--- config.mk ---
export PLATFORM = sky130hd
export DESIGN_NAME = gold_seq_ctrl_flat
export DESIGN_NICKNAME = d
export VERILOG_FILES = /design/src/rtl/gold_seq_ctrl_if.sv /design/src/rtl/gold_seq_ctrl.sv /design/src/flat_wrapper.sv
export SDC_FILE = /design/constraint.sdc
export NUM_CORES = 1
export LEC_CHECK = 0
export ABC_AREA = 1
export CORE_ASPECT_RATIO = 1.25
export CORE_MARGIN = 8
export CORE_UTILIZATION = 49
export DETAILED_ROUTE_END_ITERATION = 12
export PLACE_DENSITY = 0.86
export SLEW_MARGIN = 25
export SYNTH_ARGS = -nofsm -noshare
export SYNTH_HDL_FRONTEND = slang
export SYNTH_SLANG_ARGS = --single-unit
export TNS_END_PERCENT = 20
--- constraint.sdc ---
create_clock -name clk -period 4.2 [get_ports clk]
set_input_delay 0.63 -clock clk [delete_from_list [all_inputs] [get_ports clk]]
set_output_delay 0.63 -clock clk [all_outputs]
set_load 0.05 [all_outputs]
--- src/rtl/gold_seq_ctrl_if.sv ---
// gold_seq_ctrl_if
//   Bundles every signal of gold_seq_ctrl except clk/rst: the request channel,
//   the control/data path to the shared x1/x2 generator pair, and the output
//   word stream.
//   master : view of the sequencer itself (gold_seq_ctrl)
//   slave  : view of the surroundings (requester, generators, consumer)
//   Request : i_req_valid, o_req_ready, i_c_init[30:0], i_len[LEN_W-1:0], i_abort
//   Gen     : o_gen_load, o_x2_init[30:0], o_gen_en, i_x1_bits, i_x2_bits
//   Stream  : o_valid, i_ready, o_data[NGENBIT-1:0], o_nbits, o_last
interface gold_seq_ctrl_if #(
  parameter int NGENBIT = 8,
  parameter int LEN_W   = 16
);
  localparam int NB_W = $clog2(NGENBIT + 1);

  logic               i_req_valid;
  logic               o_req_ready;
  logic [30:0]        i_c_init;
  logic [LEN_W-1:0]   i_len;
  logic               i_abort;
  logic               o_gen_load;
  logic [30:0]        o_x2_init;
  logic               o_gen_en;
  logic [NGENBIT-1:0] i_x1_bits;
  logic [NGENBIT-1:0] i_x2_bits;
  logic               o_valid;
  logic               i_ready;
  logic [NGENBIT-1:0] o_data;
  logic [NB_W-1:0]    o_nbits;
  logic               o_last;

  modport master (
    input  i_req_valid, i_c_init, i_len, i_abort, i_x1_bits, i_x2_bits, i_ready,
    output o_req_ready, o_gen_load, o_x2_init, o_gen_en, o_valid, o_data, o_nbits, o_last
  );

  modport slave (
    output i_req_valid, i_c_init, i_len, i_abort, i_x1_bits, i_x2_bits, i_ready,
    input  o_req_ready, o_gen_load, o_x2_init, o_gen_en, o_valid, o_data, o_nbits, o_last
  );
endinterface

--- src/rtl/gold_seq_ctrl.sv ---
// gold_seq_ctrl
//   Sequencer for the shared x1/x2 LFSR generators that produce the gold
//   sequence c(n). Takes one request {c_init, length in bits}, pulses a load
//   into both generators, then steps them one word at a time under downstream
//   backpressure and streams c(n) = x1 ^ x2 as masked words with a valid-bit
//   count and a last flag.
//   clk  : clock
//   rst  : asynchronous, active-high reset
//   bus  : gold_seq_ctrl_if.master (request, generator control, output stream)
module gold_seq_ctrl #(
  parameter int NGENBIT = 8,
  parameter int LEN_W   = 16
) (
  input logic            clk,
  input logic            rst,
  gold_seq_ctrl_if.master bus
);
  localparam int NB_W = $clog2(NGENBIT + 1);

  typedef enum logic [1:0] {IDLE, LOAD, RUN, DRAIN} state_t;

  state_t             state_q, state_d;
  logic [30:0]        cInit_q, cInit_d;
  logic [LEN_W-1:0]   remWords_q, remWords_d;
  logic [NB_W-1:0]    tail_q, tail_d;
  logic               valid_q, valid_d;
  logic               lastWord_q, lastWord_d;

  logic               genEn;
  logic [LEN_W-1:0]   reqWords;
  logic [LEN_W-1:0]   reqRem;
  logic [NB_W-1:0]    reqTail;
  logic [NB_W-1:0]    curNbits;
  logic [NGENBIT-1:0] allOnes;
  logic [NGENBIT-1:0] wordMask;

  // Word count and tail size of the incoming request. Using quotient plus a
  // remainder test (rather than (len+N-1)/N) keeps the arithmetic inside
  // LEN_W bits even for the largest length.
  always_comb begin
    reqWords = bus.i_len / LEN_W'(NGENBIT);
    reqRem   = bus.i_len % LEN_W'(NGENBIT);
    reqTail  = NB_W'(NGENBIT);
    if (reqRem != '0) begin
      reqWords = reqWords + LEN_W'(1);
      reqTail  = NB_W'(reqRem);
    end
  end

  // A generator step happens only when the output slot is free or being
  // consumed this cycle, so the generator registers (and o_data) hold still
  // while downstream stalls. An abort suppresses the step.
  always_comb begin
    genEn = (state_q == RUN) && (!valid_q || bus.i_ready) && !bus.i_abort;
  end

  // State register.
  always_ff @(posedge clk or posedge rst) begin
    if (rst) begin
      state_q    <= IDLE;
      cInit_q    <= '0;
      remWords_q <= '0;
      tail_q     <= '0;
      valid_q    <= 1'b0;
      lastWord_q <= 1'b0;
    end else begin
      state_q    <= state_d;
      cInit_q    <= cInit_d;
      remWords_q <= remWords_d;
      tail_q     <= tail_d;
      valid_q    <= valid_d;
      lastWord_q <= lastWord_d;
    end
  end

  // Next-state logic. The final step moves to DRAIN so that no further
  // generator steps occur while the last word waits for acceptance.
  always_comb begin
    state_d    = state_q;
    cInit_d    = cInit_q;
    remWords_d = remWords_q;
    tail_d     = tail_q;
    valid_d    = valid_q;
    lastWord_d = lastWord_q;

    case (state_q)
      IDLE: begin
        if (bus.i_req_valid) begin
          cInit_d    = bus.i_c_init;
          remWords_d = reqWords;
          tail_d     = reqTail;
          lastWord_d = 1'b0;
          // A zero-length request is consumed without touching the generators.
          if (bus.i_len != '0) begin
            state_d = LOAD;
          end
        end
      end
      LOAD: begin
        state_d = RUN;
      end
      RUN: begin
        if (genEn) begin
          valid_d    = 1'b1;
          remWords_d = remWords_q - LEN_W'(1);
          if (remWords_q == LEN_W'(1)) begin
            lastWord_d = 1'b1;
            state_d    = DRAIN;
          end
        end else if (valid_q && bus.i_ready) begin
          valid_d = 1'b0;
        end
      end
      DRAIN: begin
        if (valid_q && bus.i_ready) begin
          valid_d    = 1'b0;
          lastWord_d = 1'b0;
          state_d    = IDLE;
        end
      end
      default: begin
        state_d = IDLE;
      end
    endcase

    // Abort overrides everything, including a final handshake in the same cycle.
    if (bus.i_abort && (state_q != IDLE)) begin
      state_d    = IDLE;
      valid_d    = 1'b0;
      lastWord_d = 1'b0;
    end
  end

  // Output word: generator XOR, with bits above the valid count forced to
  // zero. An empty slot reports zero bits, which also zeroes o_data.
  always_comb begin
    allOnes = '1;
    if (!valid_q) begin
      curNbits = '0;
    end else if (lastWord_q) begin
      curNbits = tail_q;
    end else begin
      curNbits = NB_W'(NGENBIT);
    end
    wordMask = ~(allOnes << curNbits);
  end

  assign bus.o_req_ready = (state_q == IDLE);
  assign bus.o_gen_load  = (state_q == LOAD);
  assign bus.o_x2_init   = cInit_q;
  assign bus.o_gen_en    = genEn;
  assign bus.o_valid     = valid_q;
  assign bus.o_last      = valid_q && lastWord_q;
  assign bus.o_nbits     = curNbits;
  assign bus.o_data      = (bus.i_x1_bits ^ bus.i_x2_bits) & wordMask;

endmodule

--- src/flat_wrapper.sv ---
// flat-port wrapper written by rule: the top's interface ports become plain ports
module gold_seq_ctrl_flat 
#(
  parameter int NGENBIT = 8,
  parameter int LEN_W   = 16
)
  (clk, rst, bus_i_req_valid, bus_i_c_init, bus_i_len, bus_i_abort, bus_i_x1_bits, bus_i_x2_bits, bus_i_ready, bus_o_req_ready, bus_o_gen_load, bus_o_x2_init, bus_o_gen_en, bus_o_valid, bus_o_data, bus_o_nbits, bus_o_last);
  gold_seq_ctrl_if #(.NGENBIT(NGENBIT), .LEN_W(LEN_W)) bus_i ();
  input logic clk;
  input logic rst;
  input wire logic [$bits(bus_i.i_req_valid)-1:0] bus_i_req_valid;
  input wire logic [$bits(bus_i.i_c_init)-1:0] bus_i_c_init;
  input wire logic [$bits(bus_i.i_len)-1:0] bus_i_len;
  input wire logic [$bits(bus_i.i_abort)-1:0] bus_i_abort;
  input wire logic [$bits(bus_i.i_x1_bits)-1:0] bus_i_x1_bits;
  input wire logic [$bits(bus_i.i_x2_bits)-1:0] bus_i_x2_bits;
  input wire logic [$bits(bus_i.i_ready)-1:0] bus_i_ready;
  output wire logic [$bits(bus_i.o_req_ready)-1:0] bus_o_req_ready;
  output wire logic [$bits(bus_i.o_gen_load)-1:0] bus_o_gen_load;
  output wire logic [$bits(bus_i.o_x2_init)-1:0] bus_o_x2_init;
  output wire logic [$bits(bus_i.o_gen_en)-1:0] bus_o_gen_en;
  output wire logic [$bits(bus_i.o_valid)-1:0] bus_o_valid;
  output wire logic [$bits(bus_i.o_data)-1:0] bus_o_data;
  output wire logic [$bits(bus_i.o_nbits)-1:0] bus_o_nbits;
  output wire logic [$bits(bus_i.o_last)-1:0] bus_o_last;
  assign bus_i.i_req_valid = bus_i_req_valid;
  assign bus_i.i_c_init = bus_i_c_init;
  assign bus_i.i_len = bus_i_len;
  assign bus_i.i_abort = bus_i_abort;
  assign bus_i.i_x1_bits = bus_i_x1_bits;
  assign bus_i.i_x2_bits = bus_i_x2_bits;
  assign bus_i.i_ready = bus_i_ready;
  assign bus_o_req_ready = bus_i.o_req_ready;
  assign bus_o_gen_load = bus_i.o_gen_load;
  assign bus_o_x2_init = bus_i.o_x2_init;
  assign bus_o_gen_en = bus_i.o_gen_en;
  assign bus_o_valid = bus_i.o_valid;
  assign bus_o_data = bus_i.o_data;
  assign bus_o_nbits = bus_i.o_nbits;
  assign bus_o_last = bus_i.o_last;
  gold_seq_ctrl #(.NGENBIT(NGENBIT), .LEN_W(LEN_W)) u_core (.clk(clk), .rst(rst), .bus(bus_i));
endmodule
==> qor.txt <==
SYNTH
-------------------------------------------------------------------------------------------------
Fraction of post-synthesis cell area in the top cell type by area                           0.410
Total of warnings raised by yosys                                                               0
Mapped cell area                                                                         3350 µm²
Yosys top cell by area                                                               sky130_fd_sc_hd__dfrtp_1
Biggest area contributors in the synthesized netlist                                 sky130_fd_sc_hd__dfrtp_1, sky130_fd_sc_hd__nand2_1, sky130_fd_sc_hd__mux2_2
Number of synthesized register bits                                                            55
Mean instance size in the synthesized netlist                                            7.82 µm²
Gate Count Post-Synth                                                                         429
Number of distinct library cell variants in the gate-level netlist after synthesis             29
Syn nets                                                                                      504
Sequential area share after synthesis                                                       0.410

CRITICAL PATH
-------------------------------------------------------------------------------------------------
Cells traversed along the worst timing path                                          inv_1, ha_1, buf_4, nand3_2, inv_1, clkdlybuf4s50_1
Critical path peak fanout                                                                      18
Worst Path Class, Setup                                                                   reg2out
Most frequent cell on the critical path                                              sky130_fd_sc_hd__inv_1
Kind of capture point of the worst setup path                                          output pin
Required @ worst endpoint                                                                 3.57 ns
Critical Path Source Type                                                                register
Worst-path cell with the longest stage delay                                         sky130_fd_sc_hd__clkdlybuf4s50_1
Maximum cell stage delay along the critical path                                          0.80 ns
Count of buffer and inverter cells on the critical path                                         4
Worst path arrival time                                                                   2.37 ns
Critical path's top delay family                                                     buffers and inverters

ROUTE
-------------------------------------------------------------------------------------------------
Number of vias per cell                                                                      5.33
Count of antenna-violating nets left after detailed routing                                     0
Count of unresolved DRC violations after routing                                                0
Overall routed net length                                                                 9790 µm
Initial DRT Pass Iterations                                                                     5
Routed via count                                                                            3,361
Wirelength per Cell                                                                       15.5 µm
Initial drt markers                                                                           273

TIMING
-------------------------------------------------------------------------------------------------
Final setup margin                                                                        1.20 ns
Setup Total Neg Slack                                                                        0 ns
Max-slew headroom at the worst pin                                                          0.458
Final Max Slew Viols                                                                            0
Fin crit period                                                                           3.00 ns
Final count of hold timing violations                                                           0
Setup clock skew after layout                                                          0.00800 ns
Unrepaired setup endpoints after global routing                                             false
Peak Freq                                                                                 334 MHz
Fraction of the cycle the final worst path needs                                            0.714
Endpoints failing setup                                                                         0
Fin Hold WS                                                                              0.505 ns
Transition time at the pin with the least slew margin                                    0.813 ns

FLOORPLAN
-------------------------------------------------------------------------------------------------
Total die area                                                                           9760 µm²
Initial standard-cell utilization of the core                                               0.508
Placeable core area                                                                      6610 µm²
Y dimension of the die                                                                     108 µm
Site Rows                                                                                      33
IO Count                                                                                      116
Horizontal die dimension                                                                  90.0 µm

RUN STATUS
-------------------------------------------------------------------------------------------------
Result of the run                                                                    finished, final reports clean

PLACEMENT
-------------------------------------------------------------------------------------------------
HPWL after detailed placement                                                             7680 µm
IO Port Bufs                                                                                  115
Pre-CTS setup slack                                                                       1.26 ns
Cell total after placement                                                                    623
Area after DPL                                                                           4570 µm²
Final Wtd Congestion                                                                        0.948

GLOBAL ROUTING
-------------------------------------------------------------------------------------------------
All-Layer GR Usage                                                                          0.199
Initial antenna violation count                                                                 0
Overflow left after global routing                                                              0
Vias in the first global route                                                              3,398
Global-route wire length before repair                                                  16,000 µm
Largest net degree at the start of global routing                                              48

CLOCKING
-------------------------------------------------------------------------------------------------
Clock sink count                                                                               55
Clock-pin slew on the worst setup and hold paths                                          0.10 ns
Post-cts sizing count                                                                           0
Clock insertion delay at the later pin of the skew report                                 0.31 ns
Bufs on Longest Clock Path                                                                      2
CTS HTree Levels                                                                                2
CTS tree                                                                                    built
Root Driver                                                                          sky130_fd_sc_hd__clkbuf_8
TritonCTS buffer count                                                                          5
Number of hold-repair buffers added at the cts stage                                            0
Setup Buffers After CTS                                                                         0

CELLS AND AREA
-------------------------------------------------------------------------------------------------
Synthesis-to-finish area growth                                                             39.0%
Post-route design area                                                                   4660 µm²
Fraction of the core area covered by cells at the end of the flow                           0.705
Fraction of layout instances using a drive strength above 1                                0.0938
Number of cells in the finished layout apart from fillers                                     631
Number of nets in the layout                                                                  618
Count of inserted antenna diode cells                                                           0
Fill cell instance count of the final layout                                                  526

JOB
-------------------------------------------------------------------------------------------------
Max-cap viol count                                                                              0

PWR
-------------------------------------------------------------------------------------------------
LEAKAGE                                                                                   2.14 nW
IR Drop Worst-Case VDD                                                                     578 µV
Power, Total                                                                              3.51 mW
Pwr per Cell Area                                                                      753 nW/µm²

MIN PATH
-------------------------------------------------------------------------------------------------
Path class of the lowest-slack min-delay path                                             reg2reg

[cells in the mapped netlist (all sizes together)]
cell / instances
nand3b: 1
nand4: 7
and2: 1
o21ai: 25
nand2: 112
buf: 11
xor2: 3
mux2: 31
dfrtp: 55
nand3: 36
ha: 7
o211ai: 1
xnor2: 9
inv: 49
nor2: 57
nor3: 4
a31oi: 1
a21oi: 16
a22oi: 1
a211oi: 2
[metal layers]
metal  up-vias  track usage  wire length [µm]
li1       1617            -                 -
met5         -            0                 0
met2       158        0.352              4850
met3        13       0.0873              1090
met1      1573        0.212              3710
met4         0       0.0572               146
[final cells by class]
class / instances / area, µm² / area share
Clock buffer: 5 / 68.8 / 0.0148
Tap cell: 87 / 109 / 0.0234
Sequential cell: 55 / 1380 / 0.295
Inverter: 49 / 185 / 0.0397
Timing Repair Buffer: 118 / 1170 / 0.252
Clock inverter: 3 / 22.5 / 0.00483
Multi-Input combinational cell: 314 / 1720 / 0.370
[registers in the layout, summed over array words and instances (netlist names)]
name and count:
u_core.bus.o_x2_init 31, u_core.tail_q 4, u_core.remWords_q 16, u_core.lastWord_q 1, u_core.bus.o_valid 1, u_core.state_q 2
[cells in the final DEF, fill, tap and decap left out, types with 2 or more instances in the layout]
cell and count:
sky130_fd_sc_hd__nand3_1 35, sky130_fd_sc_hd__a21oi_1 15, sky130_fd_sc_hd__clkdlybuf4s50_1 115, sky130_fd_sc_hd__nor3_1 4
sky130_fd_sc_hd__nand2_1 112, sky130_fd_sc_hd__a211oi_1 2, sky130_fd_sc_hd__mux2_4 2, sky130_fd_sc_hd__nand4_1 7
sky130_fd_sc_hd__o21ai_0 23, sky130_fd_sc_hd__inv_1 47, sky130_fd_sc_hd__ha_1 7, sky130_fd_sc_hd__nor2_2 3
sky130_fd_sc_hd__clkinv_2 2, sky130_fd_sc_hd__inv_6 2, sky130_fd_sc_hd__xor2_1 3, sky130_fd_sc_hd__dfrtp_1 55
sky130_fd_sc_hd__xnor2_1 9, sky130_fd_sc_hd__buf_4 3, sky130_fd_sc_hd__nor2_1 54, sky130_fd_sc_hd__mux2_2 29
sky130_fd_sc_hd__clkbuf_8 5
[final timing paths]
kind | from | endpoint | slack [ns] | depth (start not counted)
max in group asynchronous | rst | u_core.bus.o_x2_init[0]$_DFFE_PP0P_ | 2.80 | 3
setup reg to reg | u_core.state_q[0]$_DFFE_PP0P_ | u_core.remWords_q[3]$_DFFE_PP0P_ | 1.95 | 8
hold reg to reg | u_core.tail_q[2]$_DFFE_PP0P_ | u_core.tail_q[2]$_DFFE_PP0P_ | 0.51 | 2
hold / removal | u_core.tail_q[2]$_DFFE_PP0P_ | u_core.tail_q[2]$_DFFE_PP0P_ | 0.51 | 2
setup / recovery | u_core.state_q[0]$_DFFE_PP0P_ | bus_o_gen_en | 1.20 | 6
min in group asynchronous | rst | u_core.bus.o_x2_init[30]$_DFFE_PP0P_ | 0.77 | 2
[worst min-delay path: stages, from the launching register on]
cell and delay (ns):
sky130_fd_sc_hd__dfrtp_1 0.37, sky130_fd_sc_hd__nand2_1 0.05, sky130_fd_sc_hd__o21ai_0 0.06
[power breakdown]
group,switching [mW],internal [mW],leakage (nW)
clock,0.188,0.121,0.0489
combinational,1.45,0.786,1.42
sequential,0.180,0.783,0.664
[logic make-up (layout without fill, tap and decap cells)]
logic type / count (synthesis) / in the layout / synth area share
and+or+nand+nor: 218 / 218 / 0.270
adders and majority gates: 7 / 7 / 0.0261
buffers and inverters: 60 / 175 / 0.0754
muxes: 31 / 31 / 0.106
AOI/OAI and AO/OA: 46 / 46 / 0.0806
xor gates and xnor gates: 12 / 12 / 0.0313
DFF: 55 / 55 / 0.410
(Power assumes the default switching activity.)
